### config.mk
export PLATFORM = sky130hd
export DESIGN_NAME = seven_seg_scan_ctrl
export DESIGN_NICKNAME = d
export VERILOG_FILES = /design/src/rtl/seven_seg_scan_ctrl.sv
export SDC_FILE = /design/constraint.sdc
export NUM_CORES = 1
export LEC_CHECK = 0
export CORE_ASPECT_RATIO = 1.75
export CORE_UTILIZATION = 40
export CTS_BUF_LIST = sky130_fd_sc_hd__clkbuf_4 sky130_fd_sc_hd__clkbuf_8
export DETAILED_ROUTE_END_ITERATION = 8
export GPL_TIMING_DRIVEN = 0
export PLACE_DENSITY = 0.7
export SKIP_LAST_GASP = 1
export SYNTH_ARGS = -nofsm -noshare
export SYNTH_HDL_FRONTEND = slang
export SYNTH_SLANG_ARGS = --single-unit
### constraint.sdc
create_clock -name clk -period 2.45 [get_ports clk]
set_input_delay 0.3675 -clock clk [delete_from_list [all_inputs] [get_ports clk]]
set_output_delay 0.3675 -clock clk [all_outputs]
set_load 0.01 [all_outputs]
### src/rtl/seven_seg_scan_ctrl.sv
// Scan controller for a 4-digit common-anode seven-segment display.
// Walks digits 0..3, each preceded by a blanking gap. The displayed value
// is double-buffered and only committed at the end of a frame.
//
// state    | meaning
// ---------+---------------------------------------------------------
// ST_BLANK | all anodes off for DEAD_CYC cycles before the next digit
// ST_SHOW  | digit idx lit for SHOW_CYC cycles (unless zero-suppressed)
//
// DEAD_CYC and SHOW_CYC must both be at least 1.
module seven_seg_scan_ctrl #(
    parameter int DEAD_CYC = 2000,
    parameter int SHOW_CYC = 48000
) (
    input  logic        clk,
    input  logic        rst,
    input  logic        load,
    input  logic [15:0] value,
    input  logic [3:0]  dp_in,
    input  logic        blank_lz,
    output logic [3:0]  nibble,
    output logic [3:0]  an,
    output logic        dp_n,
    output logic        frame_done,
    output logic        pending
);

    localparam int MAX_CYC = (DEAD_CYC > SHOW_CYC) ? DEAD_CYC : SHOW_CYC;
    localparam int CW      = (MAX_CYC > 1) ? $clog2(MAX_CYC) : 1;
    localparam logic [CW-1:0] DEAD_LAST = CW'(DEAD_CYC - 1);
    localparam logic [CW-1:0] SHOW_LAST = CW'(SHOW_CYC - 1);

    typedef enum logic {
        ST_BLANK = 1'b0,
        ST_SHOW  = 1'b1
    } state_t;

    state_t          state_q, state_d;
    logic [CW-1:0]   cnt_q, cnt_d;
    logic [1:0]      idx_q, idx_d;
    logic [15:0]     disp_q, disp_d;
    logic [3:0]      disp_dp_q, disp_dp_d;
    logic [15:0]     shadow_q, shadow_d;
    logic [3:0]      shadow_dp_q, shadow_dp_d;
    logic            pending_q, pending_d;
    logic [3:0]      nibble_q, nibble_d;
    logic [3:0]      an_q, an_d;
    logic            dp_n_q, dp_n_d;
    logic            frame_done_q, frame_done_d;
    logic            frame_end;

    // A digit above digit 0 is hidden when it and every digit to its left are zero.
    function automatic logic lz_hide(input logic [15:0] v, input logic [1:0] i);
        case (i)
            2'd3:    lz_hide = (v[15:12] == 4'h0);
            2'd2:    lz_hide = (v[15:8] == 8'h0);
            2'd1:    lz_hide = (v[15:4] == 12'h0);
            default: lz_hide = 1'b0;
        endcase
    endfunction

    // Next-state: phase sequencing, load capture, frame-end commit, and the
    // output values, computed from the next state so they switch with it.
    always_comb begin
        state_d      = state_q;
        cnt_d        = cnt_q + 1'b1;
        idx_d        = idx_q;
        disp_d       = disp_q;
        disp_dp_d    = disp_dp_q;
        shadow_d     = shadow_q;
        shadow_dp_d  = shadow_dp_q;
        pending_d    = pending_q;
        frame_end    = 1'b0;
        nibble_d     = 4'h0;
        an_d         = 4'b1111;
        dp_n_d       = 1'b1;
        frame_done_d = 1'b0;

        if (state_q == ST_BLANK) begin
            if (cnt_q == DEAD_LAST) begin
                cnt_d   = '0;
                state_d = ST_SHOW;
            end
        end else begin
            if (cnt_q == SHOW_LAST) begin
                cnt_d     = '0;
                state_d   = ST_BLANK;
                frame_end = (idx_q == 2'd3);
                idx_d     = idx_q + 2'd1;
            end
        end

        if (load) begin
            shadow_d    = value;
            shadow_dp_d = dp_in;
            pending_d   = 1'b1;
        end

        // A load landing on the commit cycle bypasses the shadow.
        if (frame_end) begin
            if (load) begin
                disp_d    = value;
                disp_dp_d = dp_in;
                pending_d = 1'b0;
            end else if (pending_q) begin
                disp_d    = shadow_q;
                disp_dp_d = shadow_dp_q;
                pending_d = 1'b0;
            end
        end

        nibble_d = disp_d[{idx_d, 2'b00} +: 4];
        if (state_d == ST_SHOW && !(blank_lz && lz_hide(disp_d, idx_d))) begin
            an_d[idx_d] = 1'b0;
            dp_n_d      = ~disp_dp_d[idx_d];
        end
        // High during the last SHOW cycle of digit 3, i.e. the commit cycle.
        frame_done_d = (state_d == ST_SHOW) && (idx_d == 2'd3) && (cnt_d == SHOW_LAST);
    end

    // State and output registers with synchronous reset.
    always_ff @(posedge clk) begin
        if (rst) begin
            state_q      <= ST_BLANK;
            cnt_q        <= '0;
            idx_q        <= 2'd0;
            disp_q       <= 16'h0;
            disp_dp_q    <= 4'h0;
            shadow_q     <= 16'h0;
            shadow_dp_q  <= 4'h0;
            pending_q    <= 1'b0;
            nibble_q     <= 4'h0;
            an_q         <= 4'b1111;
            dp_n_q       <= 1'b1;
            frame_done_q <= 1'b0;
        end else begin
            state_q      <= state_d;
            cnt_q        <= cnt_d;
            idx_q        <= idx_d;
            disp_q       <= disp_d;
            disp_dp_q    <= disp_dp_d;
            shadow_q     <= shadow_d;
            shadow_dp_q  <= shadow_dp_d;
            pending_q    <= pending_d;
            nibble_q     <= nibble_d;
            an_q         <= an_d;
            dp_n_q       <= dp_n_d;
            frame_done_q <= frame_done_d;
        end
    end

    assign nibble     = nibble_q;
    assign an         = an_q;
    assign dp_n       = dp_n_q;
    assign frame_done = frame_done_q;
    assign pending    = pending_q;

endmodule

# == Word level (Yosys, flattened, before mapping) ==
# Cells that the tools add are included.
# totals
elab_cells,62
in_bits,24
register_bits,70
out_inout_bits,11
# op_classes
shifts,1
muxes,25
n_eq_ne,7
reduce_logical,10
n_bitwise,3
order_cmp,2
addsub,2
# ops
op,n
$mux W16,6
$eq A16 B16 Y1 const B,2
$add A16 B1 Y16 const B,1
$eq A16 B11 Y1 const B,1
$shiftx A16 B5 Y4,1
$logic_not A12 Y1,1
$mux W4,3
$mux W1,11
$logic_not A8 Y1,1
$eq A2 B2 Y1 const B,3
$logic_and A1 B1 Y1,5
$logic_not A4 Y1,1
$mux W2,2
$not A4 Y4,1
$lt A2 B3 Y1 const B,1
$pmux W1 S3,1
$add A2 B1 Y2 const B,1
$bmux W1 S2,1
$demux W1 S2,1
$eq A2 B1 Y1 const B,1
$ge A2 B1 Y1 const B,1
$not A1 Y1,2
$reduce_or A2 Y1,1
$logic_not A1 Y1,1

# == Longest topological paths before layout ==
# depth
depth_word,11
mapped_depth,11
depth_no_buf,9

# == Worst setup path before layout ==
# OpenSTA, ideal clock, no wires.
# synth_timing
path_kind,reg-to-reg
from,register cnt_q[10]
to,register nibble_q[1] (netlist: nibble[1])
n_path_buf,1
arrival_ns,2.211
period_less_slack_ns,2.339
setup_slack_ns,0.111
path_stages_with_launch,8
setup_time_ns,0.128
required_time_ns,2.322
path_cell_list,dfxtp_1 or3b_4 nor3_4 and2_1 buf_2 xnor2_4 mux4_2 nor2b_1
# synth_between
elab_chain_len,5
word_cells_on_any_way,7
classes_between,1 x eq/ne; 1 x shift; 5 x mux
# synth_rtl
item,line_no,text
"start, declared",39,"logic [CW-1:0] cnt_q, cnt_d;"
"start signal, assigned",138,cnt_q <= cnt_d;
$eq A16 B16 Y1 (*),85,if (cnt_q == SHOW_LAST) begin
$mux W1,85,
$mux W1,79,if (state_q == ST_BLANK) begin
$mux W16,100,if (frame_end) begin
$shiftx A16 B5 Y4 (*),112,"nibble_d = disp_d[{idx_d, 2'b00} +: 4];"
"end signal, assigned",145,nibble_q <= nibble_d;
"end, declared",46,"logic [3:0] nibble_q, nibble_d;"
# Mark *: on every way between the ends. The rest lies on a longest branch, timed or not.
# A chain may end at the register's enable or synchronous reset.

# == Worst setup path after layout ==
# layout_timing
from,register cnt_q[10]
to,register dp_n_q (netlist: dp_n)
# layout_between
elab_chain_len,11
word_cells_on_any_way,26
classes_between,5 x eq/ne; 12 x mux; 2 x bitwise; 7 x reduce/logical
# layout_rtl
item,line_no,text
$eq A16 B16 Y1,85,
$mux W1,85,
$mux W1,79,
$mux W16,100,
$logic_not A12 Y1 (tied with other cells),57,2'd1: lz_hide = (v[15:4] == 12'h0);
$pmux W1 S3,54,case (i)
$logic_and A1 B1 Y1,113,"if (state_d == ST_SHOW && !(blank_lz && lz_hide(disp_d, idx_d))) begin"
$logic_not A1 Y1,113,
$logic_and A1 B1 Y1,113,
$not A1 Y1 (no line),n/a,
$reduce_or A2 Y1 (no line),n/a,
"end signal, assigned",147,dp_n_q <= dp_n_d;
"end, declared",48,"logic dp_n_q, dp_n_d;"
# Several ways; a longest one is shown, not always the timed one. The select of a mux whose other input is x is not followed.

==> results.cfg <==
[cts]
cts_tree = built
clk-insertion-delay-late_ps = 360
clkSinkCount = 70
ctsLongestPathBuffers = 2
path_clk_slew_ps = 80
hold_buffers = 0
cts_inserted_buffers = 9
htreeDepth = 3
root_buffer = clkbuf_8

[critical_path]
path_cells = or3b_4 > nor3_4 > and3_4 > buf_6 > o22ai_1 > a21o_1 > and4_1 > a311oi_2 > buf_4 > o21ai_2
worstPathRequired_ps = 2690
slowest_stage = or3b_4
path_delay_family = simple AND/OR/NAND/NOR gates
end_kind = register
cp.arrival_ps = 2810
cp_num_buf_inv = 2
path_class = register to register
startpoint_type = register
cp_max_fo = 6
max_stage_delay_ps = 400

[sta]
setup_viol = 7
max_freq_ghz = 0.389
rsz0062_at_grt = yes
min_period_over_period_pct = 105
drv_slew = 0
setup_tns_ps = -579
tightest_slew_ps = 852
worst_clock_skew_ps = 13.1
max_slew_margin_pct = 43.2
period_needed_ps = 2570
fin_ws_ps = -120
final-hold-violation-count = 0

[global_routing]
track_usage_pct = 23.2
grt_max_degree = 14
grt_pass1_vias = 3146
grt_overflow = 0
grt_pass1_wl_microns = 15100
antenna_found_initial = 0

[yosys]
netlist_top_cells_area = dfxtp_1, nor2_1, mux2i_1
ys_seq_area_share_pct = 43.3
yosysTopAreaCell = dfxtp_1
synth_top_area_share_pct = 43.3
synth_edf_count = 0
synth_cell_types = 49
syn-cell-area_sq_um = 3240
synth_warnings = 0
yosys_most_used_dff = dfxtp_1
ys_seq_elements = 70
synth_fp_nets = 387
syn_avg_cell_area_sq_um = 8.97
syn_inst = 361
async_reset_ff_share_pct = 0

[drt]
drt_wl_total_microns = 9630
num_vias = 3075
drc = 0
via_per_inst = 5.80
drtIter0Drc = 217
drt_pass1_iterations = 5
ant_nets = 0
routedWlPerCell_microns = 18.2

[cells_and_area]
mostFrequentLayoutCell = nor2_1
area.growth.synth_to_final_pct = 39.6
final_cell_mix = nor2_1, dfxtp_1, clkdlybuf4s50_1, buf_4, mux2i_1
drive_gt1_share_pct = 30.0
fin_cells = 530
n_antenna_cell = 0
n_fill_cell = 667
nets = 461

[floorplan]
die_h_microns = 121
num_rows = 43
die_w_microns = 70.0
start_util_pct = 41.0
io-pin-count = 35
dieArea_sq_um = 8480
core_sq_um = 7910

[power]
p_per_area_nw_per_um2 = 502
p_leak_nw = 1.73
max-vdd-ir-drop_uv = 270

[run]
drv_cap = 0

[placed_design]
placed_cells = 484
place.gp.congestion = 0.941
hpwlAfterDp_microns = 6170
portBuffers = 33
dpl_worst_slack_ps = -598

[worst_hold_path]
hold_path_class = register to register

[outcome]
violations = negative setup slack
status = finished, violations left
cell families after synthesis:
group           count (synthesis)  share of synthesized area [%]
compound gates                 72                           14.9
buf+inv                        29                           4.25
simple gates                  146                           22.6
flops                          70                           43.3
xor+xnor                       17                           5.18
fa+ha+maj                       2                          0.772
mux                            25                           9.00
through the flow:
stage                     total power, mW  util (%)  hold slack [ps]  area [sq um]
final                                2.27      57.2              504          4520
after global routing                 2.35      57.2              537          4520
after CTS                            2.25      53.8              504          4250
after detailed placement             1.37      46.6              457          3680
after global placement               1.37      46.6              439          3680
after floorplan                      1.29         -              426          3240
power by group:
group | switching (mW) | total [mW] | internal (mW) | leakage [nW]
clock network | 0.432 | 0.890 | 0.458 | 0.0988
registers | 0.0216 | 1.18 | 1.16 | 0.573
logic | 0.101 | 0.196 | 0.0956 | 1.06
total | 0.554 | 2.27 | 1.72 | 1.73
flip-flops by register name, indices dropped and copies added (netlist names):
signal / count
dp_n: 1
state_q: 1
shadow_dp_q: 4
pending: 1
an: 4
frame_done: 1
disp_dp_q: 4
shadow_q: 16
nibble: 4
disp_q: 16
cnt_q: 16
idx_q: 2
cell type report:
| cell class | instances | area (sq um) | area share (%) |
|---|---|---|---|
| Buffer | 19 | 111 | 2.46 |
| Clock buffer | 13 | 173 | 3.82 |
| Clock inverter | 3 | 17.5 | 0.387 |
| Inverter | 7 | 27.5 | 0.609 |
| Multi-Input combinational cell | 263 | 2050 | 45.4 |
| Sequential cell | 70 | 1420 | 31.3 |
| Tap cell | 90 | 113 | 2.49 |
| Timing Repair Buffer | 65 | 614 | 13.6 |
layer usage:
metal	vias up	part of all wire, %	GRT usage, %
li1	1454	-	-
met5	-	0	0
met4	0	5.9	19.3
met3	42	4.9	4.07
met1	1472	35	23.4
met2	107	54	40.7
path summary, 6_finish.rpt:
path / startpoint / end / slack, ps / depth (start not counted)
min: shadow_q[4] / shadow_q[4] / 500 / 2
min reg2reg: shadow_q[4] / shadow_q[4] / 500 / 2
max: cnt_q[10] / dp_n / -120 / 10
max reg2reg: cnt_q[10] / dp_n / -120 / 10
synth_stat cells, types with 7 or more instances:
master,n
clkbuf_1,12
mux2i_1,21
o21ai_0,7
a21oi_1,11
nand3_1,10
nor3_1,13
xnor2_1,8
xor2_1,8
dfxtp_1,70
o22ai_1,30
nand2_1,14
nor2_1,71
timing repair:
| action | CTS | global route |
|---|---|---|
| gates resized for setup | 49 | 40 |
| buffers inserted | 21 | 9 |
| cloned | 3 | 0 |
| endpoints found under the setup margin | 19 | 15 |
| pin swaps | 17 | 19 |
tightest hold or removal path, stage by stage, from the launching register on:
cell,delay [ps]
dfxtp_1,340
mux2i_1,70
nor2_1,70
(Power assumes the default switching activity.)
